[config.mk]
export PLATFORM = sky130hd
export DESIGN_NAME = and_request_frontend_flat
export DESIGN_NICKNAME = d
export VERILOG_FILES = /design/src/rtl/and_request_frontend_pkg.sv /design/src/rtl/and_request_frontend_if.sv /design/src/rtl/and_request_frontend_terminal_eval.sv /design/src/rtl/and_request_frontend.sv /design/src/flat_wrapper.sv
export SDC_FILE = /design/constraint.sdc
export NUM_CORES = 1
export LEC_CHECK = 0
export ABC_AREA = 0
export BUFFER_PORTS_ARGS = -buffer_cell sky130_fd_sc_hd__buf_2
export CELL_PAD_IN_SITES_DETAIL_PLACEMENT = 1
export CELL_PAD_IN_SITES_GLOBAL_PLACEMENT = 2
export CORE_ASPECT_RATIO = 0.7
export CORE_MARGIN = 4
export CORE_UTILIZATION = 38
export CTS_CLUSTER_DIAMETER = 120
export DETAILED_ROUTE_END_ITERATION = 12
export PLACE_DENSITY_LB_ADDON = 0.25
export SYNTH_ARGS = -nofsm -noshare
export SYNTH_HDL_FRONTEND = slang
export SYNTH_SLANG_ARGS = --single-unit
[constraint.sdc]
create_clock -name clk -period 15.8 [get_ports clk]
set_input_delay 1.58 -clock clk [delete_from_list [all_inputs] [get_ports clk]]
set_output_delay 1.58 -clock clk [all_outputs]
set_load 0.02 [all_outputs]
[src/rtl/and_request_frontend_pkg.sv]
// Shared BDD index constants and types for the AND request front end.
package and_request_frontend_pkg;

  localparam int INDEX_DEF = 30;
  localparam int STAGES    = 2;

  typedef logic [INDEX_DEF-1:0] index_t;

  localparam index_t BDD_ZERO = 30'h0;
  localparam index_t BDD_ONE  = 30'h1;

  // Complement edges live in bit 0, so a node and its negation differ only there.
  function automatic logic equal_negate(input index_t a, input index_t b);
    return (a ^ b) == BDD_ONE;
  endfunction

  typedef struct packed {
    logic   hit;
    index_t result;
  } eval_t;

endpackage

[src/rtl/and_request_frontend_if.sv]
// Request / terminal-result / miss ports of the AND front end.
interface and_request_frontend_if #(
  parameter int TAG_W = 8,
  parameter int CNT_W = 16
);
  import and_request_frontend_pkg::*;

  logic             req_valid;
  logic             req_ready;
  index_t           req_f;
  index_t           req_g;
  logic [TAG_W-1:0] req_tag;

  logic             res_valid;
  logic             res_ready;
  index_t           res_value;
  logic [TAG_W-1:0] res_tag;

  logic             miss_valid;
  logic             miss_ready;
  index_t           miss_f;
  index_t           miss_g;
  logic [TAG_W-1:0] miss_tag;

  logic [CNT_W-1:0] hit_count;
  logic [CNT_W-1:0] miss_count;

  modport master (
    output req_valid, req_f, req_g, req_tag, res_ready, miss_ready,
    input  req_ready, res_valid, res_value, res_tag,
           miss_valid, miss_f, miss_g, miss_tag, hit_count, miss_count
  );

  modport slave (
    input  req_valid, req_f, req_g, req_tag, res_ready, miss_ready,
    output req_ready, res_valid, res_value, res_tag,
           miss_valid, miss_f, miss_g, miss_tag, hit_count, miss_count
  );

endinterface

[src/rtl/and_request_frontend_terminal_eval.sv]
// Terminal-case resolver for a canonically ordered AND operand pair (f <= g).
module and_terminal_eval
  import and_request_frontend_pkg::*;
(
  input  index_t f,
  input  index_t g,
  output eval_t  ev
);

  logic zero, rf, rg;

  always_comb begin
    zero = (f == BDD_ZERO) || (g == BDD_ZERO) || equal_negate(f, g);
    rf   = (f == g) || (g == BDD_ONE);
    rg   = (f == BDD_ONE);
    ev.hit = zero || rf || rg;
    if (zero)    ev.result = BDD_ZERO;
    else if (rf) ev.result = f;
    else if (rg) ev.result = g;
    else         ev.result = BDD_ZERO;
  end

endmodule

[src/rtl/and_request_frontend.sv]
// Two-stage in-order AND front end: canonicalize, then resolve terminals or
// forward to the miss port, with saturating hit/miss counters.
module and_request_frontend
  import and_request_frontend_pkg::*;
#(
  parameter int TAG_W = 8,
  parameter int CNT_W = 16
) (
  input logic clk,
  input logic reset,
  and_request_frontend_if.slave bus
);

  logic [STAGES:1]  vld_pipe;

  index_t           s1_f, s1_g;
  logic [TAG_W-1:0] s1_tag;

  logic             s2_hit;
  index_t           res_value_q, miss_f_q, miss_g_q;
  logic [TAG_W-1:0] res_tag_q, miss_tag_q;

  logic [CNT_W-1:0] hit_cnt, miss_cnt;

  logic  s2_free, s1_adv, accept, res_fire, miss_fire, drain;
  eval_t ev;

  and_terminal_eval u_eval (
    .f  (s1_f),
    .g  (s1_g),
    .ev (ev)
  );

  assign s2_free   = !vld_pipe[2] || (s2_hit ? bus.res_ready : bus.miss_ready);
  assign s1_adv    = vld_pipe[1] && s2_free;
  assign accept    = bus.req_valid && bus.req_ready;
  assign res_fire  = vld_pipe[2] && s2_hit && bus.res_ready;
  assign miss_fire = vld_pipe[2] && !s2_hit && bus.miss_ready;
  assign drain     = res_fire || miss_fire;

  // Ready looks through to the downstream readies so a full pipe still streams.
  assign bus.req_ready  = !reset && (!vld_pipe[1] || s2_free);

  assign bus.res_valid  = vld_pipe[2] && s2_hit;
  assign bus.res_value  = res_value_q;
  assign bus.res_tag    = res_tag_q;
  assign bus.miss_valid = vld_pipe[2] && !s2_hit;
  assign bus.miss_f     = miss_f_q;
  assign bus.miss_g     = miss_g_q;
  assign bus.miss_tag   = miss_tag_q;
  assign bus.hit_count  = hit_cnt;
  assign bus.miss_count = miss_cnt;

  always_ff @(posedge clk or posedge reset) begin
    if (reset) begin
      vld_pipe <= '0;
    end else begin
      vld_pipe[1] <= accept || (vld_pipe[1] && !s1_adv);
      vld_pipe[2] <= s1_adv || (vld_pipe[2] && !drain);
    end
  end

  // S1: unsigned min/max ordering so the evaluator and miss path see f <= g.
  always_ff @(posedge clk or posedge reset) begin
    if (reset) begin
      s1_f   <= '0;
      s1_g   <= '0;
      s1_tag <= '0;
    end else if (accept) begin
      s1_f   <= (bus.req_f <= bus.req_g) ? bus.req_f : bus.req_g;
      s1_g   <= (bus.req_f <= bus.req_g) ? bus.req_g : bus.req_f;
      s1_tag <= bus.req_tag;
    end
  end

  // S2: each port keeps its own data registers so the idle port holds its last values.
  always_ff @(posedge clk or posedge reset) begin
    if (reset) begin
      s2_hit      <= 1'b0;
      res_value_q <= '0;
      res_tag_q   <= '0;
      miss_f_q    <= '0;
      miss_g_q    <= '0;
      miss_tag_q  <= '0;
    end else if (s1_adv) begin
      s2_hit <= ev.hit;
      if (ev.hit) begin
        res_value_q <= ev.result;
        res_tag_q   <= s1_tag;
      end else begin
        miss_f_q    <= s1_f;
        miss_g_q    <= s1_g;
        miss_tag_q  <= s1_tag;
      end
    end
  end

  always_ff @(posedge clk or posedge reset) begin
    if (reset) begin
      hit_cnt  <= '0;
      miss_cnt <= '0;
    end else begin
      if (res_fire && hit_cnt != '1)   hit_cnt  <= hit_cnt + CNT_W'(1);
      if (miss_fire && miss_cnt != '1) miss_cnt <= miss_cnt + CNT_W'(1);
    end
  end

endmodule

[src/flat_wrapper.sv]
// flat-port wrapper written by rule: the top's interface ports become plain ports
module and_request_frontend_flat import and_request_frontend_pkg::*;
#(
  parameter int TAG_W = 8,
  parameter int CNT_W = 16
)
  (clk, reset, bus_req_valid, bus_req_f, bus_req_g, bus_req_tag, bus_res_ready, bus_miss_ready, bus_req_ready, bus_res_valid, bus_res_value, bus_res_tag, bus_miss_valid, bus_miss_f, bus_miss_g, bus_miss_tag, bus_hit_count, bus_miss_count);
  and_request_frontend_if #(.TAG_W(TAG_W), .CNT_W(CNT_W)) bus_i ();
  input logic clk;
  input logic reset;
  input wire logic [$bits(bus_i.req_valid)-1:0] bus_req_valid;
  input wire logic [$bits(bus_i.req_f)-1:0] bus_req_f;
  input wire logic [$bits(bus_i.req_g)-1:0] bus_req_g;
  input wire logic [$bits(bus_i.req_tag)-1:0] bus_req_tag;
  input wire logic [$bits(bus_i.res_ready)-1:0] bus_res_ready;
  input wire logic [$bits(bus_i.miss_ready)-1:0] bus_miss_ready;
  output wire logic [$bits(bus_i.req_ready)-1:0] bus_req_ready;
  output wire logic [$bits(bus_i.res_valid)-1:0] bus_res_valid;
  output wire logic [$bits(bus_i.res_value)-1:0] bus_res_value;
  output wire logic [$bits(bus_i.res_tag)-1:0] bus_res_tag;
  output wire logic [$bits(bus_i.miss_valid)-1:0] bus_miss_valid;
  output wire logic [$bits(bus_i.miss_f)-1:0] bus_miss_f;
  output wire logic [$bits(bus_i.miss_g)-1:0] bus_miss_g;
  output wire logic [$bits(bus_i.miss_tag)-1:0] bus_miss_tag;
  output wire logic [$bits(bus_i.hit_count)-1:0] bus_hit_count;
  output wire logic [$bits(bus_i.miss_count)-1:0] bus_miss_count;
  assign bus_i.req_valid = bus_req_valid;
  assign bus_i.req_f = bus_req_f;
  assign bus_i.req_g = bus_req_g;
  assign bus_i.req_tag = bus_req_tag;
  assign bus_i.res_ready = bus_res_ready;
  assign bus_i.miss_ready = bus_miss_ready;
  assign bus_req_ready = bus_i.req_ready;
  assign bus_res_valid = bus_i.res_valid;
  assign bus_res_value = bus_i.res_value;
  assign bus_res_tag = bus_i.res_tag;
  assign bus_miss_valid = bus_i.miss_valid;
  assign bus_miss_f = bus_i.miss_f;
  assign bus_miss_g = bus_i.miss_g;
  assign bus_miss_tag = bus_i.miss_tag;
  assign bus_hit_count = bus_i.hit_count;
  assign bus_miss_count = bus_i.miss_count;
  and_request_frontend #(.TAG_W(TAG_W), .CNT_W(CNT_W)) u_core (.clk(clk), .reset(reset), .bus(bus_i));
endmodule
==> run_results.csv <==
group,metric,value,unit
status,status,"finished clean",
cts,hold_buffers,0,
critical_path,crit_arrival,4.57,ns
synth,ys_seq_area_share,52.4,%
timing,fin_worst_skew,0.0116,ns
cts,clock-sinks,209,
power_and_ir_drop,switching_share,36.8,%
timing,setup_violations,0,
power_and_ir_drop,total_power,1.93,mW
final_layout,final_cell_count_no_fill,1428,
floorplan,dieArea,28900,um^2
final_layout,nNetsFinal,1186,
cts,post_cts_resized,0,
final_layout,final_cell_mix,"213 x buf_2, 209 x dfrtp_1, 73 x nor2_1, 73 x a21oi_1, 61 x mux2_2",
global_routing,grt_pass1_wl,48.3,mm
placed_design,post-dp-hpwl,21.7,mm
critical_path,worstPathCellList,"buf_2, inv_1, ha_1, nand4_1, nor2_1, o31a_1, o31ai_1, a31oi_4, buf_4, mux2i_1, a21oi_1",
timing,timing.fmax,0.237,GHz
cts,insertion_delay,0.51,ns
cts,clk_pin_slew,0.06,ns
synth,yosys_warnings,0,
floorplan,num_io_pins,214,
timing,rsz0062_at_grt,"no",
critical_path,cp-end-kind,"flop",
power_and_ir_drop,p_clk_share,25.4,%
min_path,hold_path_class,"flop to flop",
routing,wl_per_cell,21.3,um
routing,routed_via_density,5.30,
placed_design,gp_congestion,0.798,
cts,cts_max_path_buffers,3,
critical_path,crit_fanout,60,
routing,drtIter0Drc,389,
placed_design,post-place-cells,1387,
power_and_ir_drop,peakVddDrop,79.7,uV
global_routing,grt_usage,21.0,%
final_layout,regArea,5230,um^2
synth,async_flop_share,100,%
synth,synthesis.nets,980,
timing,min_period,4.22,ns
timing,maxSlewHeadroom,25.5,%
routing,drc_errors,0,
power_and_ir_drop,comb_power_share,31.4,%
critical_path,worstSetupPathType,"input pin to flop",
final_layout,multi_input_area,4450,um^2
synth,synth_edf_count,0,
cts,cts_tree,"done",
synth,synth_area_leader_cell,"dfrtp_1",
synth,syn_inst,875,
routing,ant_nets,0,
critical_path,worstSetupStartpointType,"input pin",
global_routing,grt_max_degree,145,
final_layout,nFillCells,2848,
final_layout,mostFrequentLayoutCell,"buf_2",
min_path,worstHoldPathCells,2,
cts,cts_max_level,1,
final_layout,fin_area,12000,um^2
timing,finalHoldViolations,0,
global_routing,grt_pass1_vias,8079,
critical_path,rrSetupSlack,12.19,ns
synth,synthFlopType,"dfrtp_1",
critical_path,rr_endpoint,"u_core.bus.miss_f[12]$_DFFE_PP0P_",
floorplan,coreArea,25700,um^2
min_path,holdPathEnd,"u_core.bus.res_value[0]$_DFFE_PP0P_",
synth,synth_area_leaders,"dfrtp_1 52%, mux2_2 6.9%, mux2i_1 6.0%",
critical_path,r2r-start,"u_core.s1_f[15]$_DFFE_PP0P_",
synth,ys_ff_latch,209,
routing,dr.pass1.iters,4,
power_and_ir_drop,power.switching,0.709,mW
global_routing,antenna_found_initial,5,
cts,clockRootBuffer,"clkbuf_16",
floorplan,die_w,202,um
floorplan,start_util,38.7,%
global_routing,grt_overflow,0,
critical_path,r2r_cells,6,
placed_design,placed_area,11400,um^2
cts,cts_buffers,23,
power_and_ir_drop,internal-power,1.22,mW
critical_path,cpMaxStageDelayCell,"buf_4",
floorplan,rows,49,
min_path,worstHoldStart,"u_core.bus.res_value[0]$_DFFE_PP0P_",
synth,synth_top_cell_area_share,52.4,%
final_layout,drive_above_1_share,29.8,%
cts,postCtsSetupBuffers,0,
routing,totalWireLength,30.4,mm
critical_path,cpPeakStageDelay,0.83,ns
power_and_ir_drop,powerDensity,160,nW/um^2
final_layout,syn2layout_area_growth,20.6,%
power_and_ir_drop,p_leak,6.07,nW
timing,finalCritPeriodShare,26.7,%
timing,finalSetupTns,0,ns
power_and_ir_drop,seq_power_share,43.2,%
critical_path,critPathRequiredTime,16.14,ns
final_layout,postLayoutCoreUtil,46.7,%
synth,netlist_area,9970,um^2
flow_run,maxCapViolCount,0,
placed_design,port_buffers,213,
routing,vias,7562,
synth,syn_avg_cell_area,11.4,um^2
synth,synthDistinctLibCells,43,
timing,slew_viol_final,0,
timing,worst_pin_slew,1.12,ns
floorplan,die_y,144,um
==> flip-flops by register name, summed over array words and instances, names as in the netlist <==
signal	cells
u_core.bus.miss_f	30
u_core.vld_pipe	2
u_core.bus.miss_count	16
u_core.bus.res_tag	8
u_core.s2_hit	1
u_core.s1_f	30
u_core.bus.res_value	30
u_core.bus.hit_count	16
u_core.bus.miss_g	30
u_core.bus.miss_tag	8
u_core.s1_tag	8
u_core.s1_g	30
==> power by group through the flow <==
stage	Combinational [mW]	Clock (mW)	Sequential (mW)
after floorplan	0.297	0	0.914
after global placement	0.600	0	0.834
after detailed placement	0.613	0	0.841
after CTS	0.616	0.506	0.833
after global routing	0.658	0.534	0.857
final	0.605	0.489	0.832
==> synthesized netlist by cell type, drive strengths merged (4+ instances only) <==
master,n
mux2i,60
dfrtp,209
xnor2,29
clkbuf,18
o21ai,4
nor2,73
and3,7
a22o,29
nand2,51
xor2,30
a21oi,73
nor4,20
nand3,18
nor3,8
mux2,78
buf,21
nand4,19
inv,38
a21o,31
nand2b,4
and2,4
and4,4
ha,32
==> cells by family (layout without fill, tap and decap cells) <==
kind of cell | Yosys count | count (layout) | share of synthesized area (%)
flip-flops | 209 | 209 | 52.4
adder cells (fa/ha/maj) | 32 | 32 | 4.01
AND/OR/NAND/NOR | 213 | 213 | 10.3
buffers and inverters | 77 | 296 | 3.34
multiplexers | 138 | 138 | 15.2
AO/OA/AOI/OAI | 147 | 147 | 9.53
other | 0 | 3 | 0
XOR/XNOR | 59 | 59 | 5.18
==> per-stage QoR <==
step / hold slack, ns / setup WS [ns]
after detailed placement: 0.470 / 11.06
after CTS: 0.484 / 11.58
after global routing: 0.510 / 11.43
final: 0.477 / 11.58
after floorplan: 0.457 / 8.51
after global placement: 0.465 / 11.00
==> routing by layer <==
layer / share of wire, % / GRT usage [%] / vias up
met2: 43 / 31.6 / 172
li1: - / - / 3514
met4: 1.8 / 4.03 / 8
met3: 5.3 / 3.90 / 42
met1: 50 / 31.9 / 3826
met5: 0.12 / 0 / -
==> cell type report <==
cell class | instances | share of cell area (%)
sequential | 209 | 43.5
multi-input combinational | 589 | 37.0
timing repair buffer | 220 | 9.30
clock buffer | 36 | 5.36
tap | 331 | 3.44
inverter | 38 | 1.25
clock inverter | 2 | 0.0832
antenna | 3 | 0.0624
==> worst max-delay path: cells and delay by family <==
kind,cells,cell delay (ns)
and+or+nand+nor,2,0.55
muxes,1,0.30
buffers and inverters,3,0.99
AOI/OAI and AO/OA,4,0.78
adders and majority gates,1,0.32
==> worst max-delay path by stage <==
stage | startpoint | to | depth (start not counted)
floorplan | reset | u_core.bus.hit_count[0]$_DFFE_PP0P_ | 1
global placement | bus_req_g[13] | u_core.s1_f[17]$_DFFE_PP0P_ | 11
detailed placement | bus_req_g[13] | u_core.s1_f[6]$_DFFE_PP0P_ | 11
CTS | bus_req_g[13] | u_core.s1_f[6]$_DFFE_PP0P_ | 11
global route | bus_req_g[13] | u_core.s1_g[16]$_DFFE_PP0P_ | 11
finish | bus_req_g[13] | u_core.s1_f[6]$_DFFE_PP0P_ | 11
No activity file was read; power rests on OpenSTA's default activity.
